<file path="src/rtl/sm3_pkg.sv">
// Shared SM3 message-expansion definitions: block and round counts, FSM
// state encoding, and the rotate/P1 helpers used by the W_(j+16) generator.
package sm3_pkg;

  localparam int unsigned SM3_WORD_W          = 32;
  localparam int unsigned SM3_BLK_WORD_NUM    = 16;
  localparam int unsigned SM3_EXPND_ROUND_NUM = 64;
  localparam int unsigned SM3_LD_CNT_W        = $clog2(SM3_BLK_WORD_NUM);
  localparam int unsigned SM3_RND_CNT_W       = $clog2(SM3_EXPND_ROUND_NUM);

  typedef enum logic [1:0] {
    ST_IDLE  = 2'd0,
    ST_LOAD  = 2'd1,
    ST_EXPND = 2'd2
  } sm3_expnd_st_e;

  function automatic logic [SM3_WORD_W-1:0] sm3_rotl(
    input logic [SM3_WORD_W-1:0] x,
    input int unsigned           n
  );
    return (x << n) | (x >> (SM3_WORD_W - n));
  endfunction

  function automatic logic [SM3_WORD_W-1:0] sm3_p1(
    input logic [SM3_WORD_W-1:0] x
  );
    return x ^ sm3_rotl(x, 15) ^ sm3_rotl(x, 23);
  endfunction

endpackage

</file>
<file path="src/rtl/sm3_expnd_core_if.sv">
// Pad-stage input and compression-stage output signals of the SM3 message
// expansion core. master = pad/compression side, slave = expansion core.
interface sm3_expnd_core_if;
  import sm3_pkg::*;

  logic [SM3_WORD_W-1:0]    pad_inpt_d_i;
  logic                     pad_inpt_vld_i;
  logic                     pad_inpt_lst_i;
  logic                     pad_otpt_ena_o;
  logic                     expnd_otpt_ena_i;
  logic [SM3_WORD_W-1:0]    expnd_otpt_wj_o;
  logic [SM3_WORD_W-1:0]    expnd_otpt_wjj_o;
  logic [SM3_RND_CNT_W-1:0] expnd_otpt_idx_o;
  logic                     expnd_otpt_vld_o;
  logic                     expnd_otpt_lst_o;

  modport master (
    output pad_inpt_d_i, pad_inpt_vld_i, pad_inpt_lst_i, expnd_otpt_ena_i,
    input  pad_otpt_ena_o, expnd_otpt_wj_o, expnd_otpt_wjj_o,
           expnd_otpt_idx_o, expnd_otpt_vld_o, expnd_otpt_lst_o
  );

  modport slave (
    input  pad_inpt_d_i, pad_inpt_vld_i, pad_inpt_lst_i, expnd_otpt_ena_i,
    output pad_otpt_ena_o, expnd_otpt_wj_o, expnd_otpt_wjj_o,
           expnd_otpt_idx_o, expnd_otpt_vld_o, expnd_otpt_lst_o
  );

endinterface

</file>
<file path="src/rtl/sm3_expnd_wgen.sv">
// Combinational SM3 expansion word generator:
// W_(j+16) = P1(W_j ^ W_(j+7) ^ ROTL(W_(j+13),15)) ^ ROTL(W_(j+3),7) ^ W_(j+10)
module sm3_expnd_wgen
  import sm3_pkg::*;
(
  input  logic [SM3_WORD_W-1:0] w0,
  input  logic [SM3_WORD_W-1:0] w3,
  input  logic [SM3_WORD_W-1:0] w7,
  input  logic [SM3_WORD_W-1:0] w10,
  input  logic [SM3_WORD_W-1:0] w13,
  output logic [SM3_WORD_W-1:0] w16
);

  // next expansion word from the five taps of the sliding window
  always_comb begin
    w16 = sm3_p1(w0 ^ w7 ^ sm3_rotl(w13, 15)) ^ sm3_rotl(w3, 7) ^ w10;
  end

endmodule

</file>
<file path="src/rtl/sm3_expnd_core.sv">
// SM3 message expansion core: loads a 16-word block from the pad stage into a
// sliding window, then emits W_j / W'_j for j = 0..63 to the compression stage.
// Optional macro SM3_EXPND_OTPT_PIPE_EN adds a registered output stage.
module sm3_expnd_core
  import sm3_pkg::*;
(
  input logic        clk,
  input logic        rst_n,
  sm3_expnd_core_if.slave io
);

  localparam logic [SM3_LD_CNT_W-1:0]  LD_LAST  = SM3_LD_CNT_W'(SM3_BLK_WORD_NUM - 1);
  localparam logic [SM3_RND_CNT_W-1:0] RND_LAST = SM3_RND_CNT_W'(SM3_EXPND_ROUND_NUM - 1);

  sm3_expnd_st_e st_q, st_d;

  logic [SM3_LD_CNT_W-1:0]                         ld_cnt_q;
  logic [SM3_RND_CNT_W-1:0]                        rnd_cnt_q;
  logic                                            blk_lst_q;
  logic [SM3_BLK_WORD_NUM-1:0][SM3_WORD_W-1:0]     win_q;
  logic [SM3_WORD_W-1:0]                           w_new;

  logic                     pad_ena;
  logic                     pad_acc;
  logic                     core_vld;
  logic                     take;
  logic                     xfer;
  logic [SM3_WORD_W-1:0]    c_wj;
  logic [SM3_WORD_W-1:0]    c_wjj;
  logic [SM3_RND_CNT_W-1:0] c_idx;
  logic                     c_lst;

  assign pad_ena  = (st_q != ST_EXPND);
  assign pad_acc  = io.pad_inpt_vld_i & pad_ena;
  assign core_vld = (st_q == ST_EXPND);
  assign xfer     = core_vld & take;

  sm3_expnd_wgen u_wgen (
    .w0  (win_q[0]),
    .w3  (win_q[3]),
    .w7  (win_q[7]),
    .w10 (win_q[10]),
    .w13 (win_q[13]),
    .w16 (w_new)
  );

  // state register
  always_ff @(posedge clk or negedge rst_n) begin
    if (!rst_n) st_q <= ST_IDLE;
    else        st_q <= st_d;
  end

  // next-state: load 16 words, then expand 64 rounds, then back to idle
  always_comb begin
    st_d = st_q;
    unique case (st_q)
      ST_IDLE:  if (pad_acc) st_d = ST_LOAD;
      ST_LOAD:  if (pad_acc && (ld_cnt_q == LD_LAST)) st_d = ST_EXPND;
      ST_EXPND: if (xfer && (rnd_cnt_q == RND_LAST)) st_d = ST_IDLE;
      default:  st_d = ST_IDLE;
    endcase
  end

  // load/round counters and the block-last flag taken from the 16th word
  always_ff @(posedge clk or negedge rst_n) begin
    if (!rst_n) begin
      ld_cnt_q  <= '0;
      rnd_cnt_q <= '0;
      blk_lst_q <= 1'b0;
    end else begin
      if (pad_acc) begin
        ld_cnt_q <= (ld_cnt_q == LD_LAST) ? '0 : ld_cnt_q + 1'b1;
        if (ld_cnt_q == LD_LAST) blk_lst_q <= io.pad_inpt_lst_i;
      end
      if (xfer) rnd_cnt_q <= (rnd_cnt_q == RND_LAST) ? '0 : rnd_cnt_q + 1'b1;
    end
  end

  // window: fill by load index, then slide by one word per output transfer
  always_ff @(posedge clk or negedge rst_n) begin
    if (!rst_n)       win_q <= '0;
    else if (pad_acc) win_q[ld_cnt_q] <= io.pad_inpt_d_i;
    else if (xfer)    win_q <= {w_new, win_q[SM3_BLK_WORD_NUM-1:1]};
  end

  // round outputs straight from the window head, forced to zero outside EXPND
  always_comb begin
    c_wj  = '0;
    c_wjj = '0;
    c_idx = '0;
    c_lst = 1'b0;
    if (core_vld) begin
      c_wj  = win_q[0];
      c_wjj = win_q[0] ^ win_q[4];
      c_idx = rnd_cnt_q;
      c_lst = (rnd_cnt_q == RND_LAST) & blk_lst_q;
    end
  end

  assign io.pad_otpt_ena_o = pad_ena;

`ifdef SM3_EXPND_OTPT_PIPE_EN
  logic                     o_vld_q;
  logic [SM3_WORD_W-1:0]    o_wj_q;
  logic [SM3_WORD_W-1:0]    o_wjj_q;
  logic [SM3_RND_CNT_W-1:0] o_idx_q;
  logic                     o_lst_q;

  // the core advances only when the output stage is empty or draining, so a
  // stalled word sits in the stage while the window holds the next one
  assign take = ~o_vld_q | io.expnd_otpt_ena_i;

  // output register stage, refilled whenever it can hand its word on
  always_ff @(posedge clk or negedge rst_n) begin
    if (!rst_n) begin
      o_vld_q <= 1'b0;
      o_wj_q  <= '0;
      o_wjj_q <= '0;
      o_idx_q <= '0;
      o_lst_q <= 1'b0;
    end else if (take) begin
      o_vld_q <= core_vld;
      o_wj_q  <= c_wj;
      o_wjj_q <= c_wjj;
      o_idx_q <= c_idx;
      o_lst_q <= c_lst;
    end
  end

  assign io.expnd_otpt_vld_o = o_vld_q;
  assign io.expnd_otpt_wj_o  = o_wj_q;
  assign io.expnd_otpt_wjj_o = o_wjj_q;
  assign io.expnd_otpt_idx_o = o_idx_q;
  assign io.expnd_otpt_lst_o = o_lst_q;
`else
  assign take = io.expnd_otpt_ena_i;

  assign io.expnd_otpt_vld_o = core_vld;
  assign io.expnd_otpt_wj_o  = c_wj;
  assign io.expnd_otpt_wjj_o = c_wjj;
  assign io.expnd_otpt_idx_o = c_idx;
  assign io.expnd_otpt_lst_o = c_lst;
`endif

endmodule
</file>
<file path="src/flat_wrapper.sv">
// flat-port wrapper written by rule: the top's interface ports become plain ports
module sm3_expnd_core_flat import sm3_pkg::*;
  (clk, rst_n, io_pad_inpt_d_i, io_pad_inpt_vld_i, io_pad_inpt_lst_i, io_expnd_otpt_ena_i, io_pad_otpt_ena_o, io_expnd_otpt_wj_o, io_expnd_otpt_wjj_o, io_expnd_otpt_idx_o, io_expnd_otpt_vld_o, io_expnd_otpt_lst_o);
  sm3_expnd_core_if io_i ();
  input logic clk;
  input logic rst_n;
  input wire logic [$bits(io_i.pad_inpt_d_i)-1:0] io_pad_inpt_d_i;
  input wire logic [$bits(io_i.pad_inpt_vld_i)-1:0] io_pad_inpt_vld_i;
  input wire logic [$bits(io_i.pad_inpt_lst_i)-1:0] io_pad_inpt_lst_i;
  input wire logic [$bits(io_i.expnd_otpt_ena_i)-1:0] io_expnd_otpt_ena_i;
  output wire logic [$bits(io_i.pad_otpt_ena_o)-1:0] io_pad_otpt_ena_o;
  output wire logic [$bits(io_i.expnd_otpt_wj_o)-1:0] io_expnd_otpt_wj_o;
  output wire logic [$bits(io_i.expnd_otpt_wjj_o)-1:0] io_expnd_otpt_wjj_o;
  output wire logic [$bits(io_i.expnd_otpt_idx_o)-1:0] io_expnd_otpt_idx_o;
  output wire logic [$bits(io_i.expnd_otpt_vld_o)-1:0] io_expnd_otpt_vld_o;
  output wire logic [$bits(io_i.expnd_otpt_lst_o)-1:0] io_expnd_otpt_lst_o;
  assign io_i.pad_inpt_d_i = io_pad_inpt_d_i;
  assign io_i.pad_inpt_vld_i = io_pad_inpt_vld_i;
  assign io_i.pad_inpt_lst_i = io_pad_inpt_lst_i;
  assign io_i.expnd_otpt_ena_i = io_expnd_otpt_ena_i;
  assign io_pad_otpt_ena_o = io_i.pad_otpt_ena_o;
  assign io_expnd_otpt_wj_o = io_i.expnd_otpt_wj_o;
  assign io_expnd_otpt_wjj_o = io_i.expnd_otpt_wjj_o;
  assign io_expnd_otpt_idx_o = io_i.expnd_otpt_idx_o;
  assign io_expnd_otpt_vld_o = io_i.expnd_otpt_vld_o;
  assign io_expnd_otpt_lst_o = io_i.expnd_otpt_lst_o;
  sm3_expnd_core u_core (.clk(clk), .rst_n(rst_n), .io(io_i));
endmodule
</file>
<file path="config.mk">
export PLATFORM = sky130hd
export DESIGN_NAME = sm3_expnd_core_flat
export DESIGN_NICKNAME = d
export VERILOG_FILES = /design/src/rtl/sm3_pkg.sv /design/src/rtl/sm3_expnd_core_if.sv /design/src/rtl/sm3_expnd_wgen.sv /design/src/rtl/sm3_expnd_core.sv /design/src/flat_wrapper.sv
export SDC_FILE = /design/constraint.sdc
export NUM_CORES = 1
export LEC_CHECK = 0
export ABC_CLOCK_PERIOD_IN_PS = 3100
export CAP_MARGIN = 10
export CORE_MARGIN = 2
export CORE_UTILIZATION = 30
export CTS_CLUSTER_DIAMETER = 30
export DETAILED_ROUTE_END_ITERATION = 7
export GPL_ROUTABILITY_DRIVEN = 0
export PLACE_DENSITY = 0.47
export SLEW_MARGIN = 20
export SYNTH_ARGS = -nofsm -noshare
export SYNTH_HDL_FRONTEND = slang
export SYNTH_HIERARCHICAL = 1
export SYNTH_SLANG_ARGS = --single-unit
</file>
<file path="constraint.sdc">
create_clock -name clk -period 3.1 [get_ports clk]
set_clock_uncertainty 0.2 [all_clocks]
set_input_delay 0.62 -clock clk [delete_from_list [all_inputs] [get_ports clk]]
set_output_delay 0.62 -clock clk [all_outputs]
set_load 0.02 [all_outputs]
</file>
# ---- Word-level counts from Yosys, hierarchy flattened
# Index checks and enable logic that the tools add are counted.
dict set report totals {
  regBits 525
  latchBits 0
  ram_bits 0
  mem_bits_ro 0
  inputBits 37
  output_inout_bits 73
  wordCells 68
  mem_count 0
}
dict set report op_classes {
  addsub 2
  n_mul 0
  n_div 0
  order_cmp 2
  eq_ne 8
  n_shift 0
  mux 15
  bitwise_logic 14
  reduce_logical 7
}
# cell count
set op_table {}
lappend op_table {{two-way mux 512 bit} 2}
lappend op_table {{bitwise mux 512 bit} 1}
lappend op_table {{XOR 32 bit} 7}
lappend op_table {{demux 32 bit (select 4 bit)} 1}
lappend op_table {{two-way mux 32 bit} 3}
lappend op_table {{bitwise OR 32 x 15 -> 32 bit} 2}
lappend op_table {{bitwise OR 32 x 23 -> 32 bit} 1}
lappend op_table {{bitwise OR 32 x 7 -> 32 bit} 1}
lappend op_table {{two-way mux 6 bit} 2}
lappend op_table {{adder 6 x 1 -> 6 bit (second input constant)} 1}
lappend op_table {{== test 6 bit (second input constant)} 1}
lappend op_table {{two-way mux 2 bit} 3}
lappend op_table {{case mux 2 bit (3 select lines)} 1}
lappend op_table {{less-than comparator 4 x 5 -> 1 bit (second input constant)} 1}
lappend op_table {{adder 4 x 1 -> 4 bit (second input constant)} 1}
lappend op_table {{== test 4 bit (second input constant)} 1}
lappend op_table {{>= comparator 4 x 1 -> 1 bit (second input constant)} 1}
lappend op_table {{two-way mux 4 bit} 1}
lappend op_table {{!= test 2 x 1 -> 1 bit (second input constant)} 2}
lappend op_table {{!= test 2 bit (second input constant)} 2}
lappend op_table {{AND 1 bit} 3}
lappend op_table {{logical AND 1 bit} 3}
lappend op_table {{AND reduction 3 bit} 1}
lappend op_table {{== test 2 x 1 -> 1 bit (second input constant)} 1}
lappend op_table {{5 further kinds} 5}

# ---- Longest topological paths before layout
dict set report depth {
  word_depth 9
  mapped_depth 8
  ltp_nobuf 5
}

# ---- Hierarchy
# Netlist, hierarchy kept.
# mod n_inst cells_per_inst area_per_inst_um2 seq_area_each_um2
set modules_own_cells {}
lappend modules_own_cells {sm3_expnd_core 1 2893 29584.6 13137.6}
lappend modules_own_cells {sm3_expnd_wgen 1 160 1873.0 0.0}

# ---- Least setup slack after synthesis
# No wires, ideal clock.
dict set report synth_timing {
  path_kind {register to output}
  start {reg u_core.st_q[1]}
  end {out io_expnd_otpt_wjj_o[22]}
  arrival_time_ns 1.769
  t_required_ns 2.280
  slack_ns 0.511
  path_stages_with_launch 8
  n_path_buf 4
  cell_sequence {dfrtp_1 nor2b_1 buf_4 inv_2 buf_2 buf_2 buf_1 nor2_1}
}
dict set report synth_via {
  elab_chain_cells 2
}
# item line
set synth_lines {}
lappend synth_lines {{start, declared} sm3_expnd_core.sv:15} ;# sm3_expnd_st_e st_q, st_d;
lappend synth_lines {{start signal, assigned} sm3_expnd_core.sv:50} ;# else st_q <= st_d;
lappend synth_lines {{== test 2 bit} sm3_expnd_core.sv:35} ;# assign core_vld = (st_q == ST_EXPND);
lappend synth_lines {{two-way mux 32 bit} sm3_expnd_core.sv:92} ;# if (core_vld) begin
lappend synth_lines {{end, declared} flat_wrapper.sv:13} ;# output wire logic [$bits(io_i.expnd_otpt_wjj_o)-1:0] io_expnd_otpt_wjj_o;
# No other way between the ends.

# ---- Final worst setup path
dict set report layout_timing {
  start {reg u_core.st_q[1]}
  end {out io_expnd_otpt_wj_o[16]}
}
dict set report layout_via {
  elab_chain_cells 2
}
# item line
set layout_lines {}
lappend layout_lines {{== test 2 bit} sm3_expnd_core.sv:35}
lappend layout_lines {{two-way mux 32 bit} sm3_expnd_core.sv:92}
lappend layout_lines {{end, declared} flat_wrapper.sv:12} ;# output wire logic [$bits(io_i.expnd_otpt_wj_o)-1:0] io_expnd_otpt_wj_o;
# No other way between the ends.

==> qor.yml <==
ys_seq_area_frac: 0.418
vias_per_cell: 6.31
clock_latency_ns: 0.73
netlist.area_leader.share: 0.418
met1_usage: 0.347
core-area_um2: 104000
yosys_most_used_dff: "dfrtp_1"
critPathMaxFanout: 23
use_met3: 0.0534
tritoncts: "done"
finalSetupViolCount: 0
min_path_type: "in2reg"
htree_levels: 4
grt_pass1_vias: 28400
ant_nets: 0
avgRoutedWirePerCell_um: 30.1
slew_violations: 0
die_x_um: 328
cts.sinks: 525
wirelength_mm: 137
vias: 28600
cp_cell_sequence: "nor2b_4 > buf_12 > buf_12 > and2_1 > buf_4"
endpoint_kind: "output pin"
dr.pass1.iters: 5
max_stage_delay_ns: 0.40
synth_edf_count: 0
gr-total-overflow: 0
setup_ws_ns: 0.0730
p_leak_nw: 15.2
slowest_stage: "dfrtp_1"
place_area_um2: 34400
status: "finished, final reports clean"
drc: 0
die_area_um2: 107000
power.share.clock: 0.323
syn_avg_cell_area_um2: 10.3
clk_path_buf_depth: 3
final_core_util: 0.381
nets: 3073
ios: 110
yosys-top-cells-count: "525 x dfrtp_1, 403 x o21ai_0, 399 x o31ai_1, 398 x a2bb2oi_1, 289 x clkbuf_1"
cp_common_cell: "buf_12"
fillers: 10000
seqPwrFrac: 0.292
cts-root-buf: "clkbuf_16"
fin_crit_ns: 3.03
power.total_mw: 47.7
worstPathArrival_ns: 2.21
share_comb_of_total_power: 0.385
antenna_found_initial: 8
synth_async_sr_flop_share: 1.00
cts_buffers: 148
timing.critical_path.buf_inv: 3
hold_viol: 0
fmax_mhz: 330
syn2layout_area_growth_pct: 25.6
irDropWorstVdd_uv: 616
grtUsageTotal: 0.249
fp-row-count: 118
grt.busiest_layer: "met2"
syn-instance-count: 3053
clk_pin_slew_ns: 0.04
post-route-period-util: 0.976
max-cap-violations: 0
synth_cell_type_count: 45
synth_top_area_cell: "dfrtp_1"
drive_above_1_share: 0.151
synth-seq-cells: 525
finalSetupTns_ns: 0
pre_cts_ws_ns: 0.210
netlist_area_um2: 31500
finalInstanceArea_um2: 39500
rsz0062_at_grt: "no"
cp_top_family: "buffers and inverters"
dp_hpwl_mm: 82.6
p_sw_mw: 18.3
port_buffers: 109
syn_nets: 3095
intPower_mw: 29.4
relSlewSlack: 0.294
switching_share: 0.384
yosysMostFrequentCell: "dfrtp_1"
synth_area_leaders: "dfrtp_1 42%, a2bb2oi_1 11%, o31ai_1 9.5%"
criticalPathCategory: "reg2out"
grt_pass1_wl_mm: 201
first_iter_violations: 3315
grt_max_degree: 206
cellPowerDensity_nw_per_um2: 1210
worst_ep_required_time_ns: 2.28
tightest_slew_ns: 1.06
use_met2: 0.371
synth_warnings: 6
floorplan.initialDensity: 0.303
die_height_um: 328
cp-start-kind: "flop"
through the flow:
stage / instances / hold slack (ns)
6_report: 4532 / 0.260
5_1_grt: 4531 / 0.268
4_1_cts: 4530 / 0.202
3_5_place_dp: 4256 / 0.290
3_3_place_gp: 4256 / 0.281
2_1_floorplan: 3053 / 0.124
cell type report:
type,count,area [um2],area share
multi-input combinational,2095,16700,0.422
antenna,1,2.50,0.0000633
tap,1380,1730,0.0437
clock inverter,71,843,0.0213
clock buffer,199,4250,0.108
sequential,525,13100,0.333
inverter,7,57.6,0.00146
timing repair buffer,254,2830,0.0716
state kept, by name (all words and copies together), names as in the netlist:
register,count
u_core/win_q,512
u_core/rnd_cnt_q,6
u_core/ld_cnt_q,4
u_core/st_q,2
u_core/blk_lst_q,1
worst paths after layout:
check	start	end	slack [ns]	cells after the start
max	u_core/st_q[1]$_DFFE_PN0P_	io_expnd_otpt_wj_o[16]	0.07	5
min	io_pad_inpt_vld_i	u_core/win_q[144]$_DFFE_PN0P_	0.26	3
max reg2reg	u_core/st_q[1]$_DFFE_PN0P_	u_core/win_q[417]$_DFFE_PN0P_	0.21	7
min reg2reg	u_core/blk_lst_q$_DFFE_PN0P_	u_core/blk_lst_q$_DFFE_PN0P_	0.29	1
max in group asynchronous	rst_n	u_core/win_q[38]$_DFFE_PN0P_	1.48	3
min in group asynchronous	rst_n	u_core/win_q[184]$_DFFE_PN0P_	0.27	2
cell families (layout without fill, tap and decap cells):
| logic type | after synthesis | after routing | share of synthesized area |
|---|---|---|---|
| fa+ha+maj | 5 | 5 | 0.00199 |
| simple gates | 389 | 389 | 0.103 |
| flops | 525 | 525 | 0.418 |
| xor+xnor | 195 | 195 | 0.0693 |
| compound gates | 1504 | 1504 | 0.350 |
| other cells | 0 | 1 | 0 |
| buf+inv | 433 | 531 | 0.0574 |
| mux | 2 | 2 | 0.000716 |
layer usage:
metal,vias up,wire (um)
met5,-,57
li1,12100,-
met3,262,10700
met1,14800,59900
met4,8,5520
met2,1378,60300
worst reg2reg max path, stage by stage (launching register included):
cell       delay [ns]
dfrtp_1          0.41
nor2b_4          0.15
buf_12           0.15
buf_4            0.16
bufbuf_16        0.33
o31ai_4          0.91
buf_12           0.29
a2bb2oi_1        0.21
power by group through the flow:
stage,clock network (mW),logic [mW],registers (mW)
after CTS,15.6,18.2,13.8
after global routing,16.0,19.4,14.2
after global placement,0,18.0,13.8
final,15.4,18.4,13.9
after detailed placement,0,18.1,13.9
after floorplan,0,12.8,11.9
what timing repair did:
action / 4_1_cts / 5_1_grt
setup buffers: 2 / 0
hold buffers: 1 / 0
resized for setup: 80 / 1
hold endpoints to repair: 34 / 0
cloned: 1 / 0
setup endpoints to repair: 73 / 1
cells in the final DEF (no fill, tap or decap), types with 82 or more instances in the layout:
cell type  count
xnor2_1      131
o22a_1        82
a2bb2oi_1    398
buf_4         87
a31oi_1       83
o31ai_1      399
clkbuf_16    151
dfrtp_1      521
a21boi_0      82
nand4b_1     128
o21ai_0      403
No activity file was read; power rests on OpenSTA's default activity.
